### config.mk
export PLATFORM = sky130hd
export DESIGN_NAME = multdiv_ctrl
export DESIGN_NICKNAME = d
export VERILOG_FILES = /design/src/rtl/multdiv_ctrl.sv
export SDC_FILE = /design/constraint.sdc
export NUM_CORES = 1
export LEC_CHECK = 0
export BUFFER_PORTS_ARGS = -buffer_cell sky130_fd_sc_hd__buf_2
export CAP_MARGIN = 20
export CORE_AREA = 2 2 88 90
export CTS_CLUSTER_SIZE = 24
export DETAILED_ROUTE_END_ITERATION = 8
export DIE_AREA = 0 0 90 92
export HOLD_SLACK_MARGIN = 0.02
export PLACE_DENSITY = 0.77
export SLEW_MARGIN = 10
export SYNTH_ARGS = -nofsm -noshare
export SYNTH_HDL_FRONTEND = slang
export SYNTH_SLANG_ARGS = --single-unit
### constraint.sdc
create_clock -name clock -period 3.19 [get_ports clock]
set_clock_uncertainty 0.2 [all_clocks]
set_input_delay 0.319 -clock clock [delete_from_list [all_inputs] [get_ports clock]]
set_output_delay 0.319 -clock clock [all_outputs]
set_load 0.05 [all_outputs]
### src/rtl/multdiv_ctrl.sv
// Sequencing controller for an iterative 32-step multiply/divide datapath.
// It latches the operands, steps the datapath, and stalls the pipeline until the result is ready.
//
// state | meaning
// IDLE  | waiting for start_mult/start_div
// LOAD  | operands latched, datapath load pulse
// RUN   | 32 iteration cycles, step_cnt 0..31
// DONE  | result_rdy pulse, optional div_by_zero; can chain a new start
module multdiv_ctrl (
    input  logic        clock,
    input  logic        reset,
    input  logic        start_mult,
    input  logic        start_div,
    input  logic [31:0] reg_a,
    input  logic [31:0] reg_b,
    input  logic [16:0] imm17,
    input  logic        imm_sel,
    output logic [31:0] op_a,
    output logic [31:0] op_b,
    output logic        dp_load,
    output logic        dp_step,
    output logic        dp_is_div,
    output logic [4:0]  step_cnt,
    output logic        stall,
    output logic        result_rdy,
    output logic        div_by_zero
);

    typedef enum logic [1:0] {
        IDLE = 2'd0,
        LOAD = 2'd1,
        RUN  = 2'd2,
        DONE = 2'd3
    } state_t;

    state_t      state;
    state_t      state_nxt;
    logic        start_any;
    logic        accept;
    logic        op_b_zero;
    logic [31:0] op_b_sel;

    assign start_any = start_mult | start_div;
    assign op_b_zero = (op_b == 32'd0);
    assign op_b_sel  = imm_sel ? {{15{imm17[16]}}, imm17} : reg_b;

    always_ff @(posedge clock or negedge reset) begin
        if (!reset) begin
            state <= IDLE;
        end else begin
            state <= state_nxt;
        end
    end

    always_comb begin
        state_nxt   = state;
        accept      = 1'b0;
        dp_load     = 1'b0;
        dp_step     = 1'b0;
        result_rdy  = 1'b0;
        div_by_zero = 1'b0;
        stall       = 1'b0;
        case (state)
            IDLE: begin
                if (start_any) begin
                    accept    = 1'b1;
                    stall     = 1'b1;
                    state_nxt = LOAD;
                end
            end
            LOAD: begin
                dp_load   = 1'b1;
                stall     = 1'b1;
                state_nxt = (dp_is_div && op_b_zero) ? DONE : RUN;
            end
            RUN: begin
                dp_step = 1'b1;
                stall   = 1'b1;
                if (step_cnt == 5'd31) begin
                    state_nxt = DONE;
                end
            end
            DONE: begin
                result_rdy  = 1'b1;
                div_by_zero = dp_is_div & op_b_zero;
                state_nxt   = IDLE;
                if (start_any) begin
                    accept    = 1'b1;
                    stall     = 1'b1;
                    state_nxt = LOAD;
                end
            end
            default: state_nxt = IDLE;
        endcase
        // The start-driven stall path is combinational, so it must be masked while in reset.
        if (!reset) begin
            stall = 1'b0;
        end
    end

    always_ff @(posedge clock or negedge reset) begin
        if (!reset) begin
            op_a      <= 32'd0;
            op_b      <= 32'd0;
            dp_is_div <= 1'b0;
            step_cnt  <= 5'd0;
        end else begin
            if (accept) begin
                op_a      <= reg_a;
                op_b      <= op_b_sel;
                dp_is_div <= start_div & ~start_mult;
            end
            // step_cnt wraps from 31 to 0 naturally on the last RUN cycle.
            if (state == LOAD) begin
                step_cnt <= 5'd0;
            end else if (state == RUN) begin
                step_cnt <= step_cnt + 5'd1;
            end
        end
    end

endmodule

==> run summary, run 1 <==
======================================================================================================
Area of the mapped netlist                                                                    3180 um2
Post-synthesis simple-gate area fraction                                                         8.57%
Post-detailed-route wirelength per cell                                                        14.3 um
Synthesized-area fraction occupied by ao, oa, aoi and oai cells                                  10.5%
Dominant combinational cell family by area after synthesis                                multiplexers
Number of flops mapped to enable cells by yosys                                                      0
Number of buffers created by CTS                                                                     9
Number of max-capacitance violations reported                                                        0
Yosys warning total                                                                                  0
Adder-cell area share of the yosys netlist                                                       2.75%
Slew Limit Fails                                                                                     0
Number of placement rows                                                                            32
Insertion delay of the later-clocked pin in the worst-skew pair                                0.34 ns
Total half-perimeter wirelength after legalization and detailed placement                      5740 um
Number of antenna violations at the first check in global routing                                    0
Clock period minus worst slack                                                                 2.51 ns
Sum of negative setup slack                                                                       0 ns
Final setup vio count                                                                                0
Overall track demand over capacity in global routing                                             19.8%
Fmax                                                                                           398 MHz
Maximum root-to-sink buffer count                                                                    2
Most numerous cell types in the synthesized netlist                                       72 x sky130_fd_sc_hd__dfrtp_1, 34 x sky130_fd_sc_hd__nand2_1, 33 x sky130_fd_sc_hd__o21ai_0
Synth Area per Inst                                                                           11.9 um2
RSZ-0062 raised after global routing                                                                no
Initial core utilization                                                                         42.8%
Start-to-end type of the worst setup path                                                 input port to flip-flop
Antenna-violating nets left                                                                          0
Die height                                                                                       92 um
First-iteration detailed-routing DRC count                                                          92
Area growth, synth to finish                                                                     42.2%
Wire length reported by the detailed router                                                    8090 um
Synthesized instance count                                                                         268
Die footprint                                                                                 8280 um2
Filler Cell Count                                                                                  659
Primary FF master, synth                                                                  sky130_fd_sc_hd__dfrtp_1
Violations in the final reports                                                            hold timing
CTS tree                                                                                          done
Class of the most critical hold timing path                                               input port to async pin
Placer congestion estimate                                                                       0.828
Library cell used as clock root buffer                                                    sky130_fd_sc_hd__clkbuf_8
Crit path max-delay family                                                                buffers and inverters
Vias per std cell                                                                                 4.76
Worst-Margin Slew                                                                              1.00 ns
Number of top-level pins                                                                           161
Number of buffers added on ports                                                                   160
Ant diodes                                                                                           0
Delay contributed by the slowest stage of the critical path                                    0.79 ns
Share of flip-flops with an asynchronous set or reset                                             100%
Outcome                                                                                   complete, but fails checks
Number of nets produced by synthesis                                                               361
Clock sinks                                                                                         72
Critical Path Start Type                                                                    input port
Layout net count                                                                                   552
Crit. End Element                                                                            flip-flop
Ratio of final minimum period to clock period                                                    78.8%
Maximum fanout along the worst path                                                                 52
Sequential standard cell area                                                                 1800 um2
DRT Pass-1 Iters                                                                                     4
Total number of H-tree levels                                                                        3
CP bufs+invs                                                                                         3
Post-CTS Resized                                                                                     0
Fraction of synthesized cell area in xor and xnor cells                                             0%
Clock transition at the register clock pins on the worst setup and hold paths after CTS        0.08 ns
Remaining global-route overflow                                                                      0
Cell type contributing the most total cell area after synthesis                           sky130_fd_sc_hd__dfrtp_1
Width of the die                                                                                 90 um
Required time of the critical path                                                             3.19 ns
Post-Route Hold Slack                                                                       -0.0222 ns
Sequential fraction of the synthesis area                                                        56.6%
Overall via count from detail_route                                                               2693
Distinct cell type count of the synthesized netlist                                                 31
Vias in the first global route                                                                    2810
Share of the synthesized area in the top cell type                                               56.6%
Final number of hold-violating endpoints                                                            18
Wire length of the first global-routing pass                                                  12900 um
Number of remaining DRC errors                                                                       0
Floorplan Core Area                                                                           7450 um2
Leading cell types by total area after synthesis                                          sky130_fd_sc_hd__dfrtp_1 57%, sky130_fd_sc_hd__mux2_2 10%, sky130_fd_sc_hd__o21ai_0 5.2%, sky130_fd_sc_hd__mux2i_1 5.0%, sky130_fd_sc_hd__nand2_1 4.0%
Layout cell share with drive strength beyond 1                                                   45.3%
Total area of multi-input combinational cells                                                 1240 um2
Worst path cell trace                                                                     dlygate4sd3_1, buf_2, o21ai_4, buf_4, o21ai_0
Leading cell type by number of instances after synthesis                                  sky130_fd_sc_hd__dfrtp_1
Worst slew margin                                                                                33.0%
Worst endpoint data arrival time                                                               2.51 ns
Flop and latch count out of synthesis                                                               72
Critical path's slowest cell                                                              sky130_fd_sc_hd__o21ai_4
Pin count of the biggest net entering global routing                                                73
Multiplexer share of the synthesized area                                                        17.1%
======================================================================================================
stage by stage:
step | setup WS [ns] | hold slack, ns | cell area, um2 | cells | utilization (%)
detailed placement | 0.741 | 0.280 | 4010 | 518 | 53.9
CTS | 0.690 | 0.0212 | 4530 | 566 | 60.8
global placement | 0.863 | 0.273 | 4010 | 518 | 53.9
finish | 0.677 | -0.0222 | 4530 | 566 | 60.8
floorplan | 0.626 | -0.177 | 3180 | 268 | -
global route | 0.512 | 0.0217 | 4530 | 566 | 60.8
cells by family (layout without fill, tap and decap cells):
logic type      count (synthesis)  count (layout)
compound gates                 61              61
mux                            50              50
buf+inv                        20             216
fa+ha+maj                       7               7
simple gates                   58              58
flops                          72              72
layer usage:
layer / GRT usage, % / part of all wire, % / vias up
met3: 5.51 / 5.1 / 10
met4: 7.44 / 1.2 / 0
met2: 34.8 / 52 / 89
li1: - / - / 1330
met1: 23.1 / 42 / 1264
met5: 0 / 0 / -
placed cells by master, fill, tap and decap left out, drive strengths merged, types with 2 or more instances in the layout:
cell type / n
nand2: 34
buf: 163
inv: 5
o2bb2ai: 2
a21oi: 21
dfrtp: 72
nor3: 2
nor2b: 2
o21ai: 35
dlygate4sd3: 32
clkbuf: 9
clkinvlp: 2
mux2i: 16
nor4: 6
nor2: 5
clkinv: 4
ha: 7
and4: 3
mux2: 34
final timing paths:
kind	slack, ns	from	depth (start not counted)	endpoint
worst min-delay path	-0.02	reset	2	op_a[24]
max in group asynchronous	2.20	reset	2	state[1]
worst max register to register	0.75	state[0]	6	op_b[24]
worst max-delay path	0.68	start_mult	5	op_b[24]
min in group clock	0.05	reg_a[30]	2	op_a[30]
worst min register to register	0.30	op_a[31]	1	op_a[31]
state kept, by name, indices dropped and copies added, names as in the netlist:
signal and flops:
state 2, dp_is_div 1, op_b 32, step_cnt 5, op_a 32
what timing repair did:
item                                   CTS  global route
buffers inserted                         0             0
hold buffers                            32             0
endpoints found under the hold margin   32             0
layout make-up:
class / count / share of cell area, %
sequential: 72 / 39.8
multi-input combinational: 176 / 27.3
timing repair buffer: 195 / 25.3
tap: 102 / 2.82
clock buffer: 9 / 2.74
clock inverter: 7 / 1.60
inverter: 5 / 0.414
Power of run 1 is left out: the tool's default activity adds up to more than one toggle a clock period on the data nets, which glitch-free logic cannot reach.
==> inputs of run 2 (changes only) <==
==> constraint.sdc (replaced) <==
create_clock -name clock -period 2.6 [get_ports clock]
set_clock_uncertainty 0.2 [all_clocks]
set_input_delay 0.26 -clock clock [delete_from_list [all_inputs] [get_ports clock]]
set_output_delay 0.26 -clock clock [all_outputs]
set_load 0.05 [all_outputs]
==> run 2 against run 1 <==
- highest routed layer unchanged
- non-clock buffer count rose by 25
- global-route usage rose by 1.8 points
- worst setup slack got worse by 0.47 ns
- the run now ends clean
==> run summary, run 2 (synthesis gave the netlist of run 1 again) <==
======================================================================================================
Number of antenna violations at the first check in global routing                                    0   unchanged
Placer congestion estimate                                                                       0.812   was 0.828
Critical Path Start Type                                                                     flip-flop   was input port
Initial core utilization                                                                         42.8%   unchanged
Slew Limit Fails                                                                                     0   unchanged
Library cell used as clock root buffer                                                    sky130_fd_sc_hd__clkbuf_8   unchanged
Worst endpoint data arrival time                                                               2.39 ns   was 2.51 ns
Clock transition at the register clock pins on the worst setup and hold paths after CTS        0.07 ns   was 0.08 ns
Ratio of final minimum period to clock period                                                    92.0%
Number of placement rows                                                                            32   unchanged
Power per cell area                                                                        1540 nW/um2
Area growth, synth to finish                                                                     51.3%   was 42.2%
Wire length of the first global-routing pass                                                  13900 um   was 12900 um
Final setup vio count                                                                                0   unchanged
Total half-perimeter wirelength after legalization and detailed placement                      5830 um   was 5740 um
Fmax                                                                                           418 MHz
First-iteration detailed-routing DRC count                                                          86   was 92
Crit. End Element                                                                            flip-flop   unchanged
Clock period minus worst slack                                                                 2.39 ns
Floorplan Core Area                                                                           7450 um2   unchanged
Insertion delay of the later-clocked pin in the worst-skew pair                                0.33 ns   was 0.34 ns
Layout cell share with drive strength beyond 1                                                   43.4%   was 45.3%
Placed cell count                                                                                  520   was 518
Most used cells in the layout excluding fill and tap cells                                159 x sky130_fd_sc_hd__buf_2, 72 x sky130_fd_sc_hd__dfrtp_1, 55 x sky130_fd_sc_hd__dlygate4sd3_1   was 159 x sky130_fd_sc_hd__buf_2, 72 x sky130_fd_sc_hd__dfrtp_1, 34 x sky130_fd_sc_hd__nand2_1
Die height                                                                                       92 um   unchanged
Vias per std cell                                                                                 4.83   was 4.76
Die footprint                                                                                 8280 um2   unchanged
Most common cell after layout, fill and taps aside                                        sky130_fd_sc_hd__buf_2   unchanged
Class of the most critical hold timing path                                               input port to flip-flop   was input port to async pin
Width of the die                                                                                 90 um   unchanged
Worst-Margin Slew                                                                             0.890 ns   was 1.00 ns
Antenna-violating nets left                                                                          0   unchanged
RSZ-0062 raised after global routing                                                                no   unchanged
Sequential standard cell area                                                                 1800 um2   unchanged
Vias in the first global route                                                                    2923   was 2810
DRT Pass-1 Iters                                                                                     4   unchanged
Post-CTS setup buffers                                                                               0   unchanged
Final number of hold-violating endpoints                                                             0   was 18
Maximum fanout along the worst path                                                                 44   was 52
Filler Cell Count                                                                                  602   was 659
Outcome                                                                                      completed   was complete, but fails checks
Pin count of the biggest net entering global routing                                                73   unchanged
Placed Area                                                                                   4050 um2   was 4010 um2
Total area of multi-input combinational cells                                                 1240 um2   unchanged
Ant diodes                                                                                           0   unchanged
Worst slew margin                                                                                40.7%   was 33.0%
Start-to-end type of the worst setup path                                                 flip-flop to flip-flop   was input port to flip-flop
Design Area, Final                                                                            4820 um2   was 4530 um2
Number of buffers added on ports                                                                   160   unchanged
Required time of the critical path                                                             2.60 ns   was 3.19 ns
Number of buffers created by CTS                                                                     9   unchanged
Clock sinks                                                                                         72   unchanged
Maximum root-to-sink buffer count                                                                    2   unchanged
Biggest registers after layout                                                            op_a (32), op_b (32), step_cnt (5)   unchanged
CTS tree                                                                                          done   unchanged
Number of remaining DRC errors                                                                       0   unchanged
Post-detailed-route wirelength per cell                                                        15.0 um   was 14.3 um
Post-layout instance count excluding filler cells                                                  591   was 566
Leakage power figure                                                                           2.42 nW
Sum of negative setup slack                                                                       0 ns   unchanged
IR Drop Worst-Case VDD                                                                        0.964 mV
Final design utilization                                                                         64.7%   was 60.8%
Layout net count                                                                                   577   was 552
Overall via count from detail_route                                                               2857   was 2693
Wire length reported by the detailed router                                                    8870 um   was 8090 um
Total number of H-tree levels                                                                        3   unchanged
Post-Route Hold Slack                                                                        0.0348 ns   was -0.0222 ns
Overall track demand over capacity in global routing                                             21.6%   was 19.8%
Number of max-capacitance violations reported                                                        0   unchanged
Number of top-level pins                                                                           161   unchanged
Remaining global-route overflow                                                                      0   unchanged
======================================================================================================
-- run 2: cell count changes in the layout (fill, tap and decap cells not counted) --
cell,previous run,this run
sky130_fd_sc_hd__clkinvlp_4,2,1
sky130_fd_sc_hd__bufinv_16,1,2
sky130_fd_sc_hd__dlygate4sd3_1,32,55
sky130_fd_sc_hd__clkbuf_8,9,10
sky130_fd_sc_hd__buf_16,0,1
sky130_fd_sc_hd__buf_4,4,5
sky130_fd_sc_hd__clkinv_4,2,0
sky130_fd_sc_hd__clkinv_2,2,3
-- run 2: layout make-up --
class	instances	share of cell area, %
Multi-Input combinational cell	176	25.7
Sequential cell	72	37.4
Tap cell	102	2.65
Clock inverter	6	1.71
Timing Repair Buffer	220	29.3
Inverter	5	0.390
Clock buffer	10	2.86
-- run 2: through the flow --
stage | total power, mW | setup WS, ns
finish | 7.43 | 0.208
global route | 7.85 | 0.00315
CTS | 7.47 | 0.198
detailed placement | 6.42 | 0.198
global placement | 6.23 | 0.218
floorplan | 5.49 | 0.0951
-- run 2: worst max-delay path, cell delays in order (launching register included) --
cell and delay, ns:
sky130_fd_sc_hd__dfrtp_1 0.40, sky130_fd_sc_hd__inv_1 0.10, sky130_fd_sc_hd__ha_1 0.39, sky130_fd_sc_hd__inv_2 0.13, sky130_fd_sc_hd__o21ai_4 0.25, sky130_fd_sc_hd__buf_16 0.25, sky130_fd_sc_hd__buf_4 0.35, sky130_fd_sc_hd__o21ai_0 0.17
-- run 2: path summary, 6_finish.rpt --
path	startpoint	to	slack [ns]	cells past startpoint
max	state[0]	op_b[26]	0.21	7
min in group asynchronous	reset	op_a[24]	0.48	3
min	reg_b[14]	op_b[14]	0.03	3
max in group asynchronous	reset	op_b[11]	1.13	3
min reg2reg	op_a[8]	op_a[8]	0.29	1
max reg2reg	state[0]	op_b[26]	0.21	7
-- run 2: report_power, final --
part | leakage [nW] | switching (mW) | internal, mW
registers | 0.869 | 0.385 | 1.70
clock network | 0.112 | 0.398 | 0.561
logic | 1.43 | 3.12 | 1.26
-- run 2: what timing repair did --
item	CTS	global route
hold endpoints to repair	120	0
hold buffers	55	0
endpoints found under the setup margin	0	0
resized for setup	0	0
-- run 2: per-layer routing --
metal | GRT usage, % | vias to the layer above | share of wire, % | wire, um
li1 | - | 1378 | - | -
met1 | 25.9 | 1375 | 41 | 3630
met2 | 38.7 | 96 | 53 | 4730
met3 | 4.11 | 8 | 4.8 | 429
met4 | 7.82 | 0 | 0.92 | 82
met5 | 0 | - | 0 | 0
No activity file was read; power rests on OpenSTA's default activity.
==> inputs of run 3 (changes only) <==
--- a/config.mk
+++ b/config.mk
@@ -13,6 +13,7 @@
 export DIE_AREA = 0 0 90 92
 export HOLD_SLACK_MARGIN = 0.02
 export PLACE_DENSITY = 0.77
+export RECOVER_POWER = 50
 export SLEW_MARGIN = 10
 export SYNTH_ARGS = -nofsm -noshare
 export SYNTH_HDL_FRONTEND = slang
==> run 3 against run 2 <==
- the flow now finishes with violations (capacitance limit, slew limit)
- register-to-register slack barely moved
- critical path depth is the same
- global-route usage did not move
- utilization fell by 1.2 points
- largest cell class unchanged
- maximum frequency rose by 0.25%
- critical endpoint unchanged
==> run summary, run 3 (synthesis gave the netlist of run 1 again) <==
======================================================================================================
Outcome                                                                                   complete, but fails checks   was completed
Violations in the final reports                                                           capacitance limit, slew limit
DRT Pass-1 Iters                                                                                     4   unchanged
Class of the most critical hold timing path                                               input port to flip-flop   unchanged
Vias per std cell                                                                                 4.82   was 4.83
Worst endpoint data arrival time                                                               2.39 ns   about the same
Maximum root-to-sink buffer count                                                                    2   unchanged
Wire length of the first global-routing pass                                                  13900 um   unchanged
Total number of H-tree levels                                                                        3   unchanged
Layout cell share with drive strength beyond 1                                                   29.0%   was 43.4%
Worst-Margin Slew                                                                              1.56 ns   was 0.890 ns
Clock sinks                                                                                         72   unchanged
Placer congestion estimate                                                                       0.812   unchanged
Remaining global-route overflow                                                                      0   unchanged
Number of top-level pins                                                                           161   unchanged
Required time of the critical path                                                             2.60 ns   about the same
Area growth, synth to finish                                                                     48.4%   was 51.3%
Overall track demand over capacity in global routing                                             21.6%   unchanged
Library cell used as clock root buffer                                                    sky130_fd_sc_hd__clkbuf_8   unchanged
Vias in the first global route                                                                    2923   unchanged
Ratio of final minimum period to clock period                                                    91.8%   was 92.0%
Fmax                                                                                           419 MHz   was 418 MHz
Sum of negative setup slack                                                                       0 ns   unchanged
First-iteration detailed-routing DRC count                                                          94   was 86
Total half-perimeter wirelength after legalization and detailed placement                      5830 um   unchanged
Crit. End Element                                                                            flip-flop   unchanged
Most used cells in the layout excluding fill and tap cells                                90 x sky130_fd_sc_hd__buf_2, 72 x sky130_fd_sc_hd__dfrtp_1, 70 x sky130_fd_sc_hd__clkbuf_1   was 159 x sky130_fd_sc_hd__buf_2, 72 x sky130_fd_sc_hd__dfrtp_1, 55 x sky130_fd_sc_hd__dlygate4sd3_1
Width of the die                                                                                 90 um   unchanged
Clock transition at the register clock pins on the worst setup and hold paths after CTS        0.07 ns   about the same
Floorplan Core Area                                                                           7450 um2   unchanged
CTS tree                                                                                          done   unchanged
Critical Path Start Type                                                                     flip-flop   unchanged
Ant diodes                                                                                           0   unchanged
Final number of hold-violating endpoints                                                             0   unchanged
Final setup vio count                                                                                0   unchanged
Number of antenna violations at the first check in global routing                                    0   unchanged
Antenna-violating nets left                                                                          0   unchanged
Number of buffers created by CTS                                                                     9   unchanged
Number of remaining DRC errors                                                                       0   unchanged
Insertion delay of the later-clocked pin in the worst-skew pair                                0.33 ns   about the same
Die footprint                                                                                 8280 um2   unchanged
Wire length reported by the detailed router                                                    8840 um   was 8870 um
Layout net count                                                                                   577   unchanged
Number of max-capacitance violations reported                                                        1   was 0
Maximum fanout along the worst path                                                                 44   unchanged
Post-detailed-route wirelength per cell                                                        15.0 um   about the same
Worst slew margin                                                                               -4.09%   was 40.7%
Start-to-end type of the worst setup path                                                 flip-flop to flip-flop   unchanged
Biggest registers after layout                                                            op_a (32), op_b (32), step_cnt (5)   unchanged
Number of buffers added on ports                                                                   160   unchanged
RSZ-0062 raised after global routing                                                                no   unchanged
Overall via count from detail_route                                                               2849   was 2857
Clock period minus worst slack                                                                 2.39 ns   about the same
Number of placement rows                                                                            32   unchanged
Most common cell after layout, fill and taps aside                                        sky130_fd_sc_hd__buf_2   unchanged
Slew Limit Fails                                                                                    73   was 0
Pin count of the biggest net entering global routing                                                73   unchanged
Initial core utilization                                                                         42.8%   unchanged
Die height                                                                                       92 um   unchanged
======================================================================================================
==> run 3: final cells by class <==
cell class	count	area [um2]
Fill cell	639	2720
Tap cell	102	128
Inverter	5	18.8
Sequential cell	72	1800
Timing Repair Buffer	220	1320
Clock inverter	6	82.6
Multi-Input combinational cell	176	1240
Clock buffer	10	138
==> run 3: worst paths after layout <==
kind                       slack (ns)  startpoint  cells after the start        to
setup / recovery                 0.21    state[0]                      7  op_b[26]
hold / removal                   0.03    reg_b[7]                      3   op_b[7]
setup reg to reg                 0.21    state[0]                      7  op_b[26]
hold reg to reg                  0.29     op_a[8]                      1   op_a[8]
max in group asynchronous        0.47       reset                      3  op_b[11]
min in group asynchronous        0.78       reset                      3  op_a[24]
==> run 3: metal layers <==
layer | track usage (%) | vias up | share of wire, %
li1 | - | 1380 | -
met1 | 25.9 | 1366 | 41
met2 | 38.7 | 93 | 53
met3 | 4.11 | 10 | 4.6
met4 | 7.82 | 0 | 1.2
met5 | 0 | - | 0
==> run 3: what timing repair did <==
| item | 4_1_cts | 5_1_grt |
|---|---|---|
| gates resized for setup | 0 | 0 |
| hold endpoints to repair | 120 | 0 |
| hold buffers | 55 | 0 |
| buffers inserted | 0 | 0 |
==> run 3: worst max-delay path: stages, from the launching register on <==
cell and delay, ns:
sky130_fd_sc_hd__dfrtp_1 0.41, sky130_fd_sc_hd__inv_1 0.10, sky130_fd_sc_hd__ha_1 0.39, sky130_fd_sc_hd__inv_2 0.12, sky130_fd_sc_hd__o21ai_4 0.25, sky130_fd_sc_hd__buf_16 0.25
sky130_fd_sc_hd__buf_4 0.35, sky130_fd_sc_hd__o21ai_0 0.17
==> run 3: per-stage QoR <==
stage	setup WS, ns	hold WS, ns	util [%]	instance area, um2	std cells
finish	0.214	0.0348	63.5	4730	591
global route	0.00315	0.0391	63.5	4730	591
CTS	0.198	0.0207	64.7	4820	591
detailed placement	0.198	0.276	54.3	4050	520
global placement	0.218	0.271	54.0	4020	519
floorplan	0.0951	-0.236	-	3180	268
Power of run 3 is left out for the same reason.
